==> src/rtl/rsync_ctrl_pkg.sv <==
// Shared widths, code clamp limit and sequencer state encoding for rsync_ctrl.
// Combinational constants only; no latency or backpressure of its own.
package rsync_ctrl_pkg;

  localparam int THERM_W = 17;
  localparam int BIN_W   = 7;
  localparam int CODE_W  = 12;

  // Largest code whose MSB segment index (code >> 7) still fits 17 thermometer bits.
  localparam logic [CODE_W-1:0] CODE_MAX = 12'd2303;

  typedef enum logic [1:0] {
    ST_OFF   = 2'd0,
    ST_PWRUP = 2'd1,
    ST_RUN   = 2'd2,
    ST_PWRDN = 2'd3
  } state_e;

endpackage

==> src/rtl/rsync_seg_encoder.sv <==
// Clamps a DAC code to CODE_MAX and splits it into thermometer MSBs and binary LSBs.
// Purely combinational (zero latency); no handshake, the caller decides when to register.
module rsync_seg_encoder
  import rsync_ctrl_pkg::*;
(
  input  logic [CODE_W-1:0]  code,
  output logic [THERM_W-1:0] therm,
  output logic [BIN_W-1:0]   bin,
  output logic               sat
);

  logic [CODE_W-1:0] clamped;
  logic [4:0]        seg;

  always_comb begin
    sat     = (code > CODE_MAX);
    clamped = sat ? CODE_MAX : code;
    seg     = clamped[CODE_W-1:BIN_W];
    bin     = clamped[BIN_W-1:0];
    therm   = '0;
    for (int i = 0; i < THERM_W; i++) begin
      therm[i] = (5'(i) < seg);
    end
  end

endmodule

==> src/rtl/rsync_ctrl.sv <==
// Power sequencer, code scheduler (1-cycle code->data latency, code_ready only in RUN)
// and ATB reconfiguration arbiter (requests ignored while a settle window is open).
module rsync_ctrl
  import rsync_ctrl_pkg::*;
#(
  parameter int PWRUP_CYC      = 64,
  parameter int CLKEN_DLY      = 32,
  parameter int PWRDN_CYC      = 16,
  parameter int ATB_SETTLE_CYC = 8
) (
  input  logic               clkin,
  input  logic               rstb,
  input  logic               en,
  input  logic [CODE_W-1:0]  code_in,
  input  logic               code_valid,
  output logic               code_ready,
  output logic               pdb,
  output logic               clk_en,
  output logic [THERM_W-1:0] dataintherm,
  output logic [THERM_W-1:0] datainthermb,
  output logic [BIN_W-1:0]   datainbin,
  output logic [BIN_W-1:0]   datainbinb,
  input  logic               atb_req,
  input  logic [1:0]         atb_sel,
  output logic [1:0]         atb_ena,
  output logic               atb_ack,
  output logic               sat,
  output logic               underrun,
  output logic [1:0]         state
);

  localparam int CNT_MAX = (PWRUP_CYC > PWRDN_CYC) ? PWRUP_CYC : PWRDN_CYC;
  localparam int CNT_W   = $clog2(CNT_MAX + 1);
  localparam int ACNT_W  = $clog2(ATB_SETTLE_CYC + 1);

  localparam logic [CNT_W-1:0]  PWRUP_LAST = CNT_W'(PWRUP_CYC - 1);
  localparam logic [CNT_W-1:0]  PWRDN_LAST = CNT_W'(PWRDN_CYC - 1);
  localparam logic [CNT_W-1:0]  CLKEN_AT   = CNT_W'(CLKEN_DLY);
  localparam logic [ACNT_W-1:0] ATB_LAST   = ACNT_W'(ATB_SETTLE_CYC - 1);

  state_e             state_q, state_d;
  logic [CNT_W-1:0]   cnt_q, cnt_d;
  logic               pdb_q, pdb_d;
  logic               clk_en_q, clk_en_d;
  logic               code_ready_q, code_ready_d;
  logic [THERM_W-1:0] therm_q, therm_d;
  logic [BIN_W-1:0]   bin_q, bin_d;
  logic               sat_q, sat_d;
  logic               underrun_q, underrun_d;
  logic [1:0]         atb_ena_q, atb_ena_d;
  logic               atb_busy_q, atb_busy_d;
  logic [ACNT_W-1:0]  atb_cnt_q, atb_cnt_d;
  logic               atb_ack_q, atb_ack_d;

  logic [THERM_W-1:0] enc_therm;
  logic [BIN_W-1:0]   enc_bin;
  logic               enc_sat;
  logic               accept;

  rsync_seg_encoder u_enc (
    .code  (code_in),
    .therm (enc_therm),
    .bin   (enc_bin),
    .sat   (enc_sat)
  );

  always_comb begin
    state_d = state_q;
    unique case (state_q)
      ST_OFF:   if (en) state_d = ST_PWRUP;
      ST_PWRUP: begin
        if (!en)                      state_d = ST_PWRDN;
        else if (cnt_q == PWRUP_LAST) state_d = ST_RUN;
      end
      ST_RUN:   if (!en) state_d = ST_PWRDN;
      ST_PWRDN: if (cnt_q == PWRDN_LAST) state_d = ST_OFF;
      default:  state_d = ST_OFF;
    endcase

    cnt_d = cnt_q;
    if (state_d != state_q) begin
      cnt_d = '0;
    end else if (state_q == ST_PWRUP || state_q == ST_PWRDN) begin
      cnt_d = cnt_q + CNT_W'(1);
    end

    // A code offered while en drops is dropped: the bank is about to be flushed.
    accept = (state_q == ST_RUN) && en && code_valid;

    pdb_d        = (state_d != ST_OFF);
    code_ready_d = (state_d == ST_RUN);
    clk_en_d     = (state_d == ST_RUN) || (state_d == ST_PWRDN) ||
                   ((state_d == ST_PWRUP) && (cnt_d >= CLKEN_AT));

    therm_d = therm_q;
    bin_d   = bin_q;
    if (state_d != ST_RUN) begin
      therm_d = '0;
      bin_d   = '0;
    end else if (accept) begin
      therm_d = enc_therm;
      bin_d   = enc_bin;
    end
    sat_d = accept && enc_sat;

    underrun_d = underrun_q;
    if (state_q != ST_RUN && state_d == ST_RUN) begin
      underrun_d = 1'b0;
    end else if (state_q == ST_RUN && !code_valid) begin
      underrun_d = 1'b1;
    end
  end

  // ATB arbiter runs regardless of power state; atb_ena survives power-down.
  always_comb begin
    atb_ena_d  = atb_ena_q;
    atb_busy_d = atb_busy_q;
    atb_cnt_d  = atb_cnt_q;
    atb_ack_d  = 1'b0;
    if (atb_busy_q) begin
      if (atb_cnt_q == ATB_LAST) begin
        atb_ack_d  = 1'b1;
        atb_busy_d = 1'b0;
      end else begin
        atb_cnt_d = atb_cnt_q + ACNT_W'(1);
      end
    end else if (atb_req) begin
      atb_ena_d  = atb_sel;
      atb_busy_d = 1'b1;
      atb_cnt_d  = '0;
    end
  end

  always_ff @(posedge clkin or negedge rstb) begin
    if (!rstb) begin
      state_q      <= ST_OFF;
      cnt_q        <= '0;
      pdb_q        <= 1'b0;
      clk_en_q     <= 1'b0;
      code_ready_q <= 1'b0;
      therm_q      <= '0;
      bin_q        <= '0;
      sat_q        <= 1'b0;
      underrun_q   <= 1'b0;
      atb_ena_q    <= '0;
      atb_busy_q   <= 1'b0;
      atb_cnt_q    <= '0;
      atb_ack_q    <= 1'b0;
    end else begin
      state_q      <= state_d;
      cnt_q        <= cnt_d;
      pdb_q        <= pdb_d;
      clk_en_q     <= clk_en_d;
      code_ready_q <= code_ready_d;
      therm_q      <= therm_d;
      bin_q        <= bin_d;
      sat_q        <= sat_d;
      underrun_q   <= underrun_d;
      atb_ena_q    <= atb_ena_d;
      atb_busy_q   <= atb_busy_d;
      atb_cnt_q    <= atb_cnt_d;
      atb_ack_q    <= atb_ack_d;
    end
  end

  assign state        = state_q;
  assign pdb          = pdb_q;
  assign clk_en       = clk_en_q;
  assign code_ready   = code_ready_q;
  assign dataintherm  = therm_q;
  assign datainthermb = ~therm_q;
  assign datainbin    = bin_q;
  assign datainbinb   = ~bin_q;
  assign sat          = sat_q;
  assign underrun     = underrun_q;
  assign atb_ena      = atb_ena_q;
  assign atb_ack      = atb_ack_q;

endmodule

==> config.mk <==
export PLATFORM = sky130hd
export DESIGN_NAME = rsync_ctrl
export DESIGN_NICKNAME = d
export VERILOG_FILES = /design/src/rtl/rsync_ctrl_pkg.sv /design/src/rtl/rsync_seg_encoder.sv /design/src/rtl/rsync_ctrl.sv
export SDC_FILE = /design/constraint.sdc
export NUM_CORES = 1
export LEC_CHECK = 0
export ABC_AREA = 1
export CORE_MARGIN = 3
export CORE_UTILIZATION = 35
export DETAILED_ROUTE_END_ITERATION = 12
export SYNTH_ARGS = -nofsm -noshare
export SYNTH_HDL_FRONTEND = slang
export SYNTH_SLANG_ARGS = --single-unit
==> constraint.sdc <==
create_clock -name clkin -period 1.7 [get_ports clkin]
set_input_delay 0.34 -clock clkin [delete_from_list [all_inputs] [get_ports clkin]]
set_output_delay 0.34 -clock clkin [all_outputs]
set_load 0.05 [all_outputs]
==> impl_metrics.csv <==
group,metric,value,unit
cts,clkSlewWorstSetupHoldPaths,0.09,ns
layout,area_growth_syn_to_layout,50.6,%
worst_setup_path,critPathLaunchType,"flop",
global_routing,overflow,0,
global_routing,use_met2,24.2,%
cts,cts_buffer_depth,2,
cts,insertion_delay,0.30,ns
sta,whs,0.489,ns
synthesis,ys_ff_latch,46,
global_routing,grt_use_total,14.9,%
outcome,outcome,"finished clean",
layout,diodes,0,
global_routing,use_met1,20.2,%
synthesis,yosysSeqAreaShare,49.4,%
floorplanning,dieHeight,87.6,um
synthesis,synth.distinct_cells,39,
layout,nets,388,
synthesis,syn_avg_cell_area,8.86,um2
sta,grt_setup_unrepaired,"false",
synthesis,yosys_warnings,0,
worst_setup_path,max_stage_delay,0.43,ns
worst_setup_path,critPathArrivalTime,1.81,ns
worst_setup_path,critPathSlowestCell,"dfrtp_1",
floorplanning,die_width,87.6,um
sta,finalSetupViolations,0,
power_and_ir_drop,max-vdd-ir-drop,0.691,mV
global_routing,grt_pass1_vias,1992,
sta,relSlewSlack,74.7,%
cts,h-tree-depth,2,
place,place_ws,-0.140,ns
layout,stdcell_count,445,
layout,n_fill_cell,590,
worst_setup_path,worstPathRequired,1.92,ns
route,vias_per_cell,4.54,
route,routed_wl,5.41,mm
sta,layout_min_cycle_time,1.59,ns
place,port_buffers,76,
job,drv_cap,0,
route,drc,0,
worst_setup_path,critPathCaptureType,"flop",
sta,post-route-period-util,93.5,%
route,wire_per_inst,12.1,um
sta,final.setup.tns,0,ns
cts,cts_buffers,5,
route,via_count,2021,
worst_hold_path,hp-class,"primary input to async pin",
synthesis,async_flop_share,100,%
layout,layout-drive-gt1-share,38.6,%
power_and_ir_drop,power_density,1160,nW/um2
cts,cts_sinks,46,
worst_setup_path,crit_fanout,10,
worst_setup_path,cp_cell_sequence,"ha_4 -> inv_2 -> nor2_2 -> nand3_1 -> nand2_1 -> nand3_2 -> nand2_4 -> nand2_4 -> buf_12 -> a211oi_2",
global_routing,antenna_found_initial,0,
global_routing,grt_max_degree,32,
synthesis,synth_flop_cell,"dfrtp_1",
cts,cts_root_buffer,"clkbuf_8",
route,drt_iter0_drc,55,
power_and_ir_drop,power.total,4.07,mW
power_and_ir_drop,p_leak,1.69,nW
sta,hold_viol_final,0,
place,hpwl,4.23,mm
global_routing,grt_pass1_wl,9.12,mm
floorplanning,io-pin-count,77,
cts,cts_tree,"yes",
sta,fmax,0.629,GHz
floorplanning,die_area,7680,um2
global_routing,met3_usage,3.10,%
synthesis,syn_nets,284,
layout,final_common_cell,"buf_4",
global_routing,busiest_layer,"met2",
sta,slew_violations,0,
synthesis,synth_edf_count,0,
place,placedCellCount,431,
place,gp_congestion,0.842,
sta,layout_setup_ws,0.110,ns
route,first_pass_iters,4,
sta,skew,0.00751,ns
floorplanning,core,6390,um2
synthesis,netlist_area,2330,um2
synthesis,synthCells,263,
route,antenna_left,0,
worst_setup_path,critPathKind,"flop to flop",
layout,layout_common_cells,"buf_4, inv_1, dfrtp_1, nand2_1, nor2_1",
worst_setup_path,critPathMostFrequentCell,"nand2_4",
floorplanning,initial_core_util,36.5,%
sta,worst_slew_pin_slew,0.380,ns
floorplanning,std_cell_rows,29,
## synth_stat cells, types with 2 or more instances
| library cell | count | area (um2) |
|---|---|---|
| nor3_1 | 6 | 30.0 |
| inv_1 | 44 | 165 |
| xor2_1 | 4 | 35.0 |
| a211oi_2 | 2 | 25.0 |
| nand2_4 | 2 | 22.5 |
| o21ai_0 | 13 | 65.1 |
| nor2_1 | 22 | 82.6 |
| nand3_2 | 12 | 120 |
| mux2_2 | 2 | 22.5 |
| a21oi_1 | 10 | 50.1 |
| nor2_2 | 2 | 12.5 |
| nand2_1 | 45 | 169 |
| nand3_1 | 13 | 65.1 |
| nor2_4 | 3 | 33.8 |
| clkbuf_1 | 2 | 7.51 |
| o21ai_2 | 2 | 17.5 |
| buf_6 | 2 | 22.5 |
| nand2_2 | 4 | 25.0 |
| inv_2 | 7 | 26.3 |
| dfrtp_1 | 46 | 1150 |
| ha_1 | 2 | 25.0 |
## worst max-delay path: cells and delay by family (launching register included)
family,cells,cell delay (ns)
AO/OA/AOI/OAI,1,0.13
buffers and inverters,2,0.19
flip-flops,1,0.43
AND/OR/NAND/NOR,6,0.59
adder cells (fa/ha/maj),1,0.18
## registers in the layout, indices dropped and copies added (netlist names)
name	count
atb_ack	1
atb_busy_q	1
atb_cnt_q	4
atb_ena	2
clk_en	1
cnt_q	7
code_ready	1
datainbin	7
dataintherm	17
pdb	1
sat	1
state	2
underrun	1
## metrics by stage
stage               utilization (%)  area [um2]
floorplan                         -        2330
global placement               52.2        3330
detailed placement             52.2        3330
CTS                            53.8        3430
global route                   55.0        3510
finish                         55.0        3510
## area by class of cell
class,count,area [um2],area share [%]
clock buffer,5,68.8,1.96
clock inverter,3,25.0,0.713
inverter,52,208,5.92
multi-input combinational,158,947,27.0
sequential,46,1150,32.9
tap,77,96.3,2.75
timing repair buffer,104,1010,28.8
## layer usage
layer / share of wire (%) / wire length [um] / vias up
li1: - / - / 1029
met1: 45 / 2420 / 936
met5: 0 / 0 / -
met3: 5.7 / 307 / 5
met2: 49 / 2640 / 51
met4: 0.67 / 36 / 0
## what timing repair did
item | 4_1_cts | 5_1_grt
endpoints found under the setup margin | 0 | 30
hold endpoints to repair | 15 | 0
hold buffers | 1 | 0
setup buffers | 0 | 5
resized for setup | 0 | 9
## cell families after synthesis
logic type	synth area share, %
AOI/OAI and AO/OA	9.55
xor gates and xnor gates	1.88
adders and majority gates	1.07
buffers and inverters	11.3
DFF	49.4
muxes	0.966
and+or+nand+nor	25.9
## worst paths after layout
kind	startpoint	end	slack, ns	depth (start not counted)
min in group clkin	atb_cnt_q[0]$_DFFE_PN0P_	atb_cnt_q[0]$_DFFE_PN0P_	0.51	1
setup / recovery	cnt_q[1]$_DFF_PN0_	datainbin[3]$_DFFE_PN0P_	0.11	10
hold / removal	rstb	cnt_q[3]$_DFF_PN0_	0.49	2
hold reg to reg	atb_cnt_q[0]$_DFFE_PN0P_	atb_cnt_q[0]$_DFFE_PN0P_	0.51	1
max in group asynchronous	rstb	state[1]$_DFF_PN0_	0.72	3
setup reg to reg	cnt_q[1]$_DFF_PN0_	datainbin[3]$_DFFE_PN0P_	0.11	10
## report_power, final
group	internal, mW	switching [mW]	leakage, nW	total, mW
clock	0.297	0.392	0.0447	0.689
sequential	1.31	0.191	0.597	1.50
combinational	0.752	1.13	1.05	1.88
Power figures use the tool's default switching activity.
